==> config.mk <==
export PLATFORM = sky130hd
export DESIGN_NAME = alu_cmd_sequencer
export DESIGN_NICKNAME = d
export VERILOG_FILES = /design/src/rtl/alu_cmd_sequencer.sv
export SDC_FILE = /design/constraint.sdc
export NUM_CORES = 1
export LEC_CHECK = 0
export ABC_AREA = 1
export CORE_MARGIN = 2
export CORE_UTILIZATION = 54
export DETAILED_ROUTE_END_ITERATION = 6
export GPL_ROUTABILITY_DRIVEN = 0
export PLACE_DENSITY = 0.8
export SYNTH_ARGS = -nofsm -noshare
export SYNTH_HDL_FRONTEND = slang
export SYNTH_SLANG_ARGS = --single-unit
==> constraint.sdc <==
create_clock -name clk -period 2.42 [get_ports clk]
set_input_delay 0.242 -clock clk [delete_from_list [all_inputs] [get_ports clk]]
set_output_delay 0.242 -clock clk [all_outputs]
set_load 0.03 [all_outputs]
==> src/rtl/alu_cmd_sequencer.sv <==
`timescale 1ns/1ps
// alu_cmd_sequencer
// -----------------------------------------------------------------------------
// Issue stage in front of the 4-bit combinational ALU. Commands {a, b, op}
// are buffered in a DEPTH-entry FIFO and issued one at a time through
// registered alu_* outputs. The ALU result and zero flag are captured one
// cycle after issue into a response register with a valid/ready handshake.
//
// Ports:
//   clk, rst                  rising-edge clock, asynchronous active-high reset
//   cmd_valid/cmd_ready       command handshake; cmd_a, cmd_b, cmd_op payload
//   alu_operandA/B, alu_operation  registered drive into the ALU
//   alu_result, alu_zero      combinational ALU outputs fed back
//   rsp_valid/rsp_ready       response handshake; rsp_result, rsp_zero, rsp_op
//   fifo_count                current FIFO occupancy
//   busy                      FSM not idle or FIFO not empty
//   illegal_op                (only with ALU_ILLEGAL_OP_TRAP_EN) sticky flag,
//                             set when an opcode 101/110/111 is dropped at pop
//
// Build option: define ALU_ILLEGAL_OP_TRAP_EN to drop illegal opcodes at pop
// instead of issuing them to the ALU.
// -----------------------------------------------------------------------------
module alu_cmd_sequencer #(
  parameter int DEPTH = 4,
  parameter int CNT_W = 3
) (
  input  logic             clk,
  input  logic             rst,
  input  logic             cmd_valid,
  output logic             cmd_ready,
  input  logic [3:0]       cmd_a,
  input  logic [3:0]       cmd_b,
  input  logic [2:0]       cmd_op,
  output logic [3:0]       alu_operandA,
  output logic [3:0]       alu_operandB,
  output logic [2:0]       alu_operation,
  input  logic [7:0]       alu_result,
  input  logic             alu_zero,
  output logic             rsp_valid,
  input  logic             rsp_ready,
  output logic [7:0]       rsp_result,
  output logic             rsp_zero,
  output logic [2:0]       rsp_op,
  output logic [CNT_W-1:0] fifo_count,
  output logic             busy
`ifdef ALU_ILLEGAL_OP_TRAP_EN
  ,
  output logic             illegal_op
`endif
);

  localparam int PTR_W = CNT_W - 1;
  localparam logic [CNT_W-1:0] DEPTH_C  = CNT_W'(DEPTH);
  localparam logic [CNT_W-1:0] CNT_ZERO = {CNT_W{1'b0}};
  localparam logic [CNT_W-1:0] CNT_ONE  = {{(CNT_W-1){1'b0}}, 1'b1};
  localparam logic [PTR_W-1:0] PTR_ONE  = {{(PTR_W-1){1'b0}}, 1'b1};

  typedef enum logic [1:0] {
    ST_IDLE  = 2'd0,
    ST_ISSUE = 2'd1,
    ST_RESP  = 2'd2
  } state_e;

  // FIFO entry layout: [10:7] operand A, [6:3] operand B, [2:0] opcode
  logic [10:0]      fifo_mem_q [DEPTH];
  logic [10:0]      fifo_mem_d [DEPTH];
  logic [PTR_W-1:0] wr_ptr_q, wr_ptr_d;
  logic [PTR_W-1:0] rd_ptr_q, rd_ptr_d;
  logic [CNT_W-1:0] count_q, count_d;

  state_e           state_q, state_d;
  logic [3:0]       alu_a_q, alu_a_d;
  logic [3:0]       alu_b_q, alu_b_d;
  logic [2:0]       alu_op_q, alu_op_d;
  logic             rsp_valid_q, rsp_valid_d;
  logic [7:0]       rsp_result_q, rsp_result_d;
  logic             rsp_zero_q, rsp_zero_d;
  logic [2:0]       rsp_op_q, rsp_op_d;
  logic             busy_q, busy_d;
`ifdef ALU_ILLEGAL_OP_TRAP_EN
  logic             illegal_q, illegal_d;
`endif

  logic             push_s;
  logic             pop_s;
  logic [10:0]      head_s;
  logic             head_legal_s;

  // cmd_ready is forced low during reset so nothing is accepted while flushing
  assign cmd_ready = (count_q < DEPTH_C) && !rst;
  assign push_s    = cmd_valid && cmd_ready;
  assign head_s    = fifo_mem_q[rd_ptr_q];

`ifdef ALU_ILLEGAL_OP_TRAP_EN
  assign head_legal_s = (head_s[2:0] <= 3'd4);
  assign illegal_op   = illegal_q;
`else
  assign head_legal_s = 1'b1;
`endif

  assign alu_operandA  = alu_a_q;
  assign alu_operandB  = alu_b_q;
  assign alu_operation = alu_op_q;
  assign rsp_valid     = rsp_valid_q;
  assign rsp_result    = rsp_result_q;
  assign rsp_zero      = rsp_zero_q;
  assign rsp_op        = rsp_op_q;
  assign fifo_count    = count_q;
  assign busy          = busy_q;

  // Sequencer next-state: issue, capture and response handshake
  always_comb begin
    state_d      = state_q;
    alu_a_d      = alu_a_q;
    alu_b_d      = alu_b_q;
    alu_op_d     = alu_op_q;
    rsp_valid_d  = rsp_valid_q;
    rsp_result_d = rsp_result_q;
    rsp_zero_d   = rsp_zero_q;
    rsp_op_d     = rsp_op_q;
    pop_s        = 1'b0;
`ifdef ALU_ILLEGAL_OP_TRAP_EN
    illegal_d    = illegal_q;
`endif
    case (state_q)
      ST_IDLE: begin
        if (count_q != CNT_ZERO) begin
          pop_s = 1'b1;
          if (head_legal_s) begin
            alu_a_d  = head_s[10:7];
            alu_b_d  = head_s[6:3];
            alu_op_d = head_s[2:0];
            state_d  = ST_ISSUE;
          end else begin
            // dropped command: alu_* registers keep their previous value
            state_d = ST_IDLE;
`ifdef ALU_ILLEGAL_OP_TRAP_EN
            illegal_d = 1'b1;
`endif
          end
        end else begin
          state_d = ST_IDLE;
        end
      end
      ST_ISSUE: begin
        // ALU has had one full cycle to settle on the registered operands
        rsp_result_d = alu_result;
        rsp_zero_d   = alu_zero;
        rsp_op_d     = alu_op_q;
        rsp_valid_d  = 1'b1;
        state_d      = ST_RESP;
      end
      ST_RESP: begin
        if (rsp_valid_q && rsp_ready) begin
          rsp_valid_d = 1'b0;
          // count_q excludes a same-edge push, so a push into an empty FIFO
          // here is picked up from IDLE on the following cycle
          if (count_q != CNT_ZERO) begin
            pop_s = 1'b1;
            if (head_legal_s) begin
              alu_a_d  = head_s[10:7];
              alu_b_d  = head_s[6:3];
              alu_op_d = head_s[2:0];
              state_d  = ST_ISSUE;
            end else begin
              state_d = ST_IDLE;
`ifdef ALU_ILLEGAL_OP_TRAP_EN
              illegal_d = 1'b1;
`endif
            end
          end else begin
            state_d = ST_IDLE;
          end
        end else begin
          state_d = ST_RESP;
        end
      end
      default: begin
        state_d = ST_IDLE;
      end
    endcase
  end

  // FIFO storage, pointers, occupancy and busy next-state
  always_comb begin
    fifo_mem_d = fifo_mem_q;
    if (push_s) begin
      fifo_mem_d[wr_ptr_q] = {cmd_a, cmd_b, cmd_op};
      wr_ptr_d = wr_ptr_q + PTR_ONE;
    end else begin
      wr_ptr_d = wr_ptr_q;
    end
    if (pop_s) begin
      rd_ptr_d = rd_ptr_q + PTR_ONE;
    end else begin
      rd_ptr_d = rd_ptr_q;
    end
    case ({push_s, pop_s})
      2'b10:   count_d = count_q + CNT_ONE;
      2'b01:   count_d = count_q - CNT_ONE;
      default: count_d = count_q;
    endcase
    busy_d = (state_d != ST_IDLE) || (count_d != CNT_ZERO);
  end

  // State registers with asynchronous flush of FIFO, in-flight command and response
  always_ff @(posedge clk or posedge rst) begin
    if (rst) begin
      for (int i = 0; i < DEPTH; i++) begin
        fifo_mem_q[i] <= 11'd0;
      end
      wr_ptr_q     <= {PTR_W{1'b0}};
      rd_ptr_q     <= {PTR_W{1'b0}};
      count_q      <= CNT_ZERO;
      state_q      <= ST_IDLE;
      alu_a_q      <= 4'd0;
      alu_b_q      <= 4'd0;
      alu_op_q     <= 3'd0;
      rsp_valid_q  <= 1'b0;
      rsp_result_q <= 8'd0;
      rsp_zero_q   <= 1'b0;
      rsp_op_q     <= 3'd0;
      busy_q       <= 1'b0;
`ifdef ALU_ILLEGAL_OP_TRAP_EN
      illegal_q    <= 1'b0;
`endif
    end else begin
      fifo_mem_q   <= fifo_mem_d;
      wr_ptr_q     <= wr_ptr_d;
      rd_ptr_q     <= rd_ptr_d;
      count_q      <= count_d;
      state_q      <= state_d;
      alu_a_q      <= alu_a_d;
      alu_b_q      <= alu_b_d;
      alu_op_q     <= alu_op_d;
      rsp_valid_q  <= rsp_valid_d;
      rsp_result_q <= rsp_result_d;
      rsp_zero_q   <= rsp_zero_d;
      rsp_op_q     <= rsp_op_d;
      busy_q       <= busy_d;
`ifdef ALU_ILLEGAL_OP_TRAP_EN
      illegal_q    <= illegal_d;
`endif
    end
  end

endmodule

==> summary.md, run 1 <==
| Metric | Value |
|---|---|
| Status | complete, no violations |
| Total GRT Usage | 0.2087 |
| Post-CTS Hold Buffers | 0 |
| Setup slack, reg-to-reg | around 430 ps |
| IO Pins | 53 |
| Clock Latency Late Sink | 340 ps |
| Slowest stage delay, CP | roughly 470 ps |
| Die footprint | 7435 sq um |
| Antenna cell count | 0 |
| Most common cell after layout, fill and taps aside | nand2_1 |
| Tot Pwr | 0.006378 W |
| # port buffers | 52 |
| Final number of hold-violating endpoints | 0 |
| Reg2reg start | fifo_count[2] |
| Clock power frac | 0.155 |
| Worst EP arrival | approximately 2200 ps |
| Metal-1 WL | 3174 um |
| Total number of H-tree levels | 3 |
| Vias | 2,729 |
| Fin crit period | 1991 ps |
| Pins over their slew limit | 0 |
| Sw frac | 0.4263 |
| CTS tree | yes |
| Longest Clk Path Bufs | 2 |
| Synth unique cells | 25 |
| Dpl cell area | 4169 sq um |
| Initial DRC count | 190 |
| CP endpoint kind | flip-flop |
| Part of the cycle the worst path needs | 0.8229 |
| Largest net degree at the start of global routing | 34 |
| Gate count of the mapped netlist | between 400 and 500 |
| CP Cell Sequence | inv_1 > nand3_2 > nand3_4 > clkinv_2 > ha_1 > inv_1 > fa_1 > o21ai_0 > nor2_1 > nand2_1 > nor2_1 > nand2_1 |
| Vias in the first global route | 2,693 |
| Post-CTS setup buffers | 0 |
| Cell leakage power | 2.225 nW |
| Switching power | 0.002719 W |
| Post-synthesis average cell area | 9.060 sq um |
| GRT overflow | 0 |
| Hold Path Class | in -> async |
| Register-to-Register Path Depth | 12 |
| Number of remaining DRC errors | 0 |
| Detail Placement HPWL | 4788 um |
| 1st-pass router iterations | 4 |
| Sequential share of power | 0.361 |
| Share of cells above drive strength 1 | 0.1562 |
| Number of setup violations in the final report | 0 |
| Row count | 29 |
| First-pass GRT wire length | 12,160 um |
| Worst rel slew slack | 0.6457 |
| Max Fclk | 0.5022 GHz |
| DR top layer | met4 |
| CP Launch Type | flip-flop |
| Num CTS Buffers | 9 |
| Via-per-instance ratio | 5.072 |
| Syn nets | 433 |
| CTS Sinks | 78 |
| WP data required | 2650 ps |
| Area Overhead vs Synth | 19.88% |
| Synthesized area | approximately 3700 sq um |
| Final nets | 486 |
| Max FO, Critical Path | 4 |
| FF-to-FF End | busy |
| Fin Setup TNS | 0 ps |
| Initial antenna violation count | 0 |
| Logic pwr share | 0.483 |
| Post-synthesis sequential area ratio | 0.5346 |
| Ys Warns | 0 |
| CP top delay family | adder cells |
| Most frequent cells in the layout | nand2_1 (138), dfrtp_1 (78), clkdlybuf4s50_1 (52), nor2_1 (47), o21ai_2 (34) |
| Core Footprint | between 6000 and 7000 sq um |
| Post-Layout Inst Area | 4377 sq um |
| Worst path slowest cell | fa_1 |
| Clock Skews | 7.617 ps |
| Post-DR wirelength/cell | 13.10 um |
| Die H | 86.23 um |
| VDD IR max | 557.8 uV |
| CP Class | reg -> reg |
| Post-DRT Antenna Nets | 0 |
| CTS clk-pin slew, worst paths | 80 ps |
| Setup repair after global routing missed its margin | no |
| Met2 wire len | 3381 um |
| CTS root buf | clkbuf_8 |
| Slew @ Worst Pin | 530.7 ps |
| Final wirelength | between 7000 and 8000 um |
| Worst path bufs/invs | 3 |
| Initial core utilization | 0.5653 |
| Synth Register Bits | 78 |
| Die width | 86.23 um |
| Resized cells post-CTS | 0 |
| Pwr dens | 1457 nW/um^2 |
| Internal | about 0.0037 W |
| Routed length on met3 | 389 um |
| Number of max-cap violations | 0 |
## area by class of cell
cell class              count  area (sq um)
fillers                   528          2082
repair buffers             60         593.1
clock buffers              11         151.4
clock inverters             5         56.30
inverters                  30         121.4
multi-input cells         277          1406
well taps                  77         96.34
flip-flops and latches     78          1952
## cells in the mapped netlist, drive strengths merged
| master | count | area [sq um] |
|---|---|---|
| a21oi | 1 | 5.000 |
| a31oi | 1 | 6.260 |
| buf | 18 | 171.4 |
| clkinv | 1 | 5.000 |
| dfrtp | 78 | 1952 |
| fa | 1 | 20.02 |
| ha | 5 | 62.56 |
| inv | 29 | 116.4 |
| nand2 | 143 | 574.3 |
| nand3 | 3 | 32.53 |
| nand4 | 1 | 6.260 |
| nor2 | 50 | 200.2 |
| o21ai | 69 | 473.0 |
| xnor2 | 1 | 8.760 |
| xor2 | 2 | 17.52 |
## worst max-delay path by stage
stage             startpoint               to  cells after the start
6_report       fifo_count[2]             busy                     12
5_1_grt        fifo_count[2]             busy                     12
4_1_cts        fifo_count[2]             busy                     12
3_5_place_dp       rsp_ready             busy                     13
3_3_place_gp       rsp_ready             busy                     13
2_1_floorplan            rst  alu_operandA[0]                      1
## worst reg2reg max path, delay by kind of cell, from the launching register on
| family | cells | cell delay (ps) |
|---|---|---|
| adder cells (fa/ha/maj) | 2 | 620 |
| AND/OR/NAND/NOR | 6 | 520 |
| flip-flops | 1 | 440 |
| buffers and inverters | 3 | 220 |
| AO/OA/AOI/OAI | 1 | 100 |
## stage by stage
stage | instances | util | worst slack [ps] | hold slack [ps]
2_1_floorplan | 403 | - | 183.0 | 338.0
3_3_place_gp | 522 | 0.6455 | 229.7 | 452.3
3_5_place_dp | 522 | 0.6455 | 137.5 | 462.7
4_1_cts | 538 | 0.6776 | 436.3 | 356.4
5_1_grt | 538 | 0.6776 | 309.5 | 393.0
6_report | 538 | 0.6776 | 428.7 | 339.4
## power by group through the flow
stage / logic [W] / registers (W) / clock network, W
2_1_floorplan: 0.00190 / 0.00266 / 0
3_3_place_gp: 0.00299 / 0.00229 / 0
3_5_place_dp: 0.00309 / 0.00233 / 0
4_1_cts: 0.00311 / 0.00230 / 0.00101
5_1_grt: 0.00345 / 0.00238 / 0.00106
6_report: 0.00308 / 0.00230 / 0.000991
## routing by layer
metal	global-route usage	up-vias
met1	0.2625	1270
met2	0.3615	84
met4	0.07244	0
met3	0.04190	8
li1	-	1367
met5	0	-
## registers in the layout (all words and copies together), names as in the netlist
| register | count |
|---|---|
| alu_operandA | 4 |
| alu_operandB | 4 |
| alu_operation | 3 |
| busy | 1 |
| fifo_count | 3 |
| fifo_mem_q | 44 |
| rd_ptr_q | 2 |
| rsp_op | 3 |
| rsp_result | 8 |
| rsp_valid | 1 |
| rsp_zero | 1 |
| state_q | 2 |
| wr_ptr_q | 2 |
## cell families (layout without fill, tap and decap cells)
family / Yosys count / after routing / share of synthesized area
simple gates: 197 / 197 / 0.2228
flops: 78 / 78 / 0.5346
compound gates: 71 / 71 / 0.1326
xor+xnor: 3 / 3 / 0.007198
buf+inv: 48 / 106 / 0.08019
fa+ha+maj: 6 / 6 / 0.02262
No activity file was read; power rests on OpenSTA's default activity.
==> run 2: changes to the inputs <==
==> constraint.sdc (replaced) <==
create_clock -name clk -period 1.9 [get_ports clk]
set_input_delay 0.19 -clock clk [delete_from_list [all_inputs] [get_ports clk]]
set_output_delay 0.19 -clock clk [all_outputs]
set_load 0.03 [all_outputs]
==> summary.md, run 2 (synthesis results as in run 1) <==
| Metric | Value |
|---|---|
| Sw frac | 0.4145 (-0.01186) |
| Vias | 2,731 (+0.073%) |
| Core Footprint | 6459 sq um (unchanged) |
| Internal | 0.005039 W (+38%) |
| Longest Clk Path Bufs | 2 (unchanged) |
| Final number of hold-violating endpoints | 0 (unchanged) |
| Num CTS Buffers | 9 (unchanged) |
| Initial antenna violation count | 0 (unchanged) |
| WP data required | 2140 ps (-510 ps) |
| CP Launch Type | flip-flop |
| Number of setup violations in the final report | 0 (unchanged) |
| CTS root buf | clkbuf_8 |
| FF-to-FF End | busy |
| Reg2reg start | rsp_valid |
| Die H | 86.23 um (unchanged) |
| Number of flip-flops in the largest register | 44 (unchanged) |
| Final wirelength | 7403 um (+5.1%) |
| Part of the cycle the worst path needs | 0.9794 (+0.1565) |
| Register-to-Register Path Depth | 12 (unchanged) |
| Antenna cell count | 0 (unchanged) |
| Worst rel slew slack | 0.7022 (+0.05653) |
| Pins over their slew limit | 0 (unchanged) |
| Critical Path End | busy |
| Sequential share of power | 0.340 (-0.021) |
| CP Class | reg -> reg |
| Slew @ Worst Pin | 446.0 ps (-84.68 ps) |
| Die width | 86.23 um (unchanged) |
| Dpl cells | 522 (unchanged) |
| Number of remaining DRC errors | 0 (unchanged) |
| Row count | 29 (unchanged) |
| Max Fclk | 0.5374 GHz (+7.0%) |
| Setup slack, reg-to-reg | 40 ps (-390 ps) |
| CTS Sinks | 78 (unchanged) |
| Die footprint | 7435 sq um (unchanged) |
| Max FO, Critical Path | 3 (-1) |
| Final nets | 489 (+0.62%) |
| Clock power frac | 0.178 (+0.023) |
| Number of max-cap violations | 0 (unchanged) |
| # port buffers | 52 (unchanged) |
| Clock Latency Late Sink | 350 ps (about the same) |
| Most frequent cells in the layout | nand2_1 (136), dfrtp_1 (74), clkdlybuf4s50_1 (51), nor2_1 (47), o21ai_2 (35) |
| Via-per-instance ratio | 5.048 (-0.48%) |
| Worst setup startpoint | rsp_valid |
| Setup repair after global routing missed its margin | yes |
| Total GRT Usage | 0.2225 (+0.01383) |
| VDD IR max | 645.3 uV (+16%) |
| Most common cell after layout, fill and taps aside | nand2_1 |
| IO Pins | 53 (unchanged) |
| Largest net degree at the start of global routing | 58 (+71%) |
| Initial core utilization | 0.5653 (unchanged) |
| Final Util | 0.6941 (+0.01647) |
| Area Overhead vs Synth | 22.79% |
| First-pass GRT wire length | 12,900 um (+6.0%) |
| Total number of H-tree levels | 3 (unchanged) |
| Switching power | 0.003567 W (+31%) |
| Fin crit period | 1861 ps (-130.5 ps) |
| Final std cells w/o fill | 541 (+0.56%) |
| Top reg by flops | fifo_mem_q |
| CTS clk-pin slew, worst paths | 80 ps (about the same) |
| Detail Placement HPWL | 4879 um (+1.9%) |
| CP endpoint kind | flip-flop |
| Worst EP arrival | 2100 ps (-130 ps) |
| Share of cells above drive strength 1 | 0.1832 (+0.02701) |
| Hold Path Class | in -> async |
| Vias in the first global route | 2,711 (+0.67%) |
| Post-DR wirelength/cell | 13.68 um (+4.5%) |
| Initial DRC count | 177 (-6.8%) |
| CTS tree | yes |
| Clock Skews | 10.47 ps (+2.851 ps) |
| Post-DRT Antenna Nets | 0 (unchanged) |
| Logic pwr share | 0.482 (about the same) |
| Status | complete, no violations |
| GRT overflow | 0 (unchanged) |
| Cell leakage power | 2.262 nW (+1.7%) |
| Pwr dens | 1920 nW/um^2 (+32%) |
| 1st-pass router iterations | 4 (unchanged) |
[run 2: changes by cell type in the layout (fill, tap and decap cells not counted), moves of 3 or more]
cell / before / now
buf_4: 7 / 10
dfrtp_1: 78 / 74
dfrtp_2: 0 / 4
inv_1: 26 / 22
[run 2: area by class of cell]
cell class / instances / area, sq um
clock inverter: 3 / 90.09
timing repair buffer: 63 / 618.1
inverter: 30 / 127.6
multi-input combinational: 277 / 1435
sequential: 78 / 1957
fill: 505 / 1976
clock buffer: 13 / 158.9
tap: 77 / 96.34
[run 2: per-layer routing]
| layer | vias up | track usage | wire length [um] |
|---|---|---|---|
| met1 | 1281 | 0.3032 | 3267 |
| met5 | - | 0 | 0 |
| li1 | 1371 | - | - |
| met2 | 69 | 0.3636 | 3656 |
| met3 | 10 | 0.03619 | 377 |
| met4 | 0 | 0.08239 | 102 |
[run 2: timing repair]
action,in CTS,in global routing
hold buffers,0,0
resized for setup,0,9
buffers inserted,0,3
setup endpoints to repair,0,1
[run 2: power by group through the flow]
| stage | clock (W) | combinational, W | sequential [W] |
|---|---|---|---|
| floorplan | 0 | 0.00243 | 0.00341 |
| global placement | 0 | 0.00387 | 0.00290 |
| detailed placement | 0 | 0.00400 | 0.00295 |
| CTS | 0.00155 | 0.00403 | 0.00293 |
| global route | 0.00163 | 0.00465 | 0.00301 |
| finish | 0.00153 | 0.00415 | 0.00292 |
[run 2: how the worst min path moves through the flow]
stage	startpoint	endpoint	slack, ps	depth (start not counted)
3_5_place_dp	rsp_op[1]	rsp_op[1]	460	2
5_1_grt	rst	fifo_count[2]	230	2
6_report	rst	fifo_count[2]	210	2
2_1_floorplan	rsp_ready	rsp_valid	280	1
3_3_place_gp	rsp_result[0]	rsp_result[0]	450	2
4_1_cts	rst	fifo_count[2]	220	2
[run 2: worst max-delay path: stages, from the launching register on]
cell	delay [ps]
dfrtp_2	380
nand2_2	70
nand2_2	80
nand3_4	80
clkinv_2	70
ha_4	130
inv_2	40
fa_1	520
o21ai_2	60
nor2_1	110
nand2_1	70
nor2_1	100
nand2_1	60
[run 2: stage by stage]
stage               cell area, sq um  hold slack, ps  setup slack (ps)  power [W]  setup TNS (ps)
global placement                4180           453.2            -212.7   0.006762          -243.1
floorplan                       3662           282.3            -157.1   0.005836          -157.1
CTS                             4429           222.1             2.120   0.008505               0
detailed placement              4180           458.2            -282.9   0.006956          -410.4
finish                          4483           213.8             39.16   0.008607               0
global route                    4483           230.4            -102.4   0.009301          -102.4
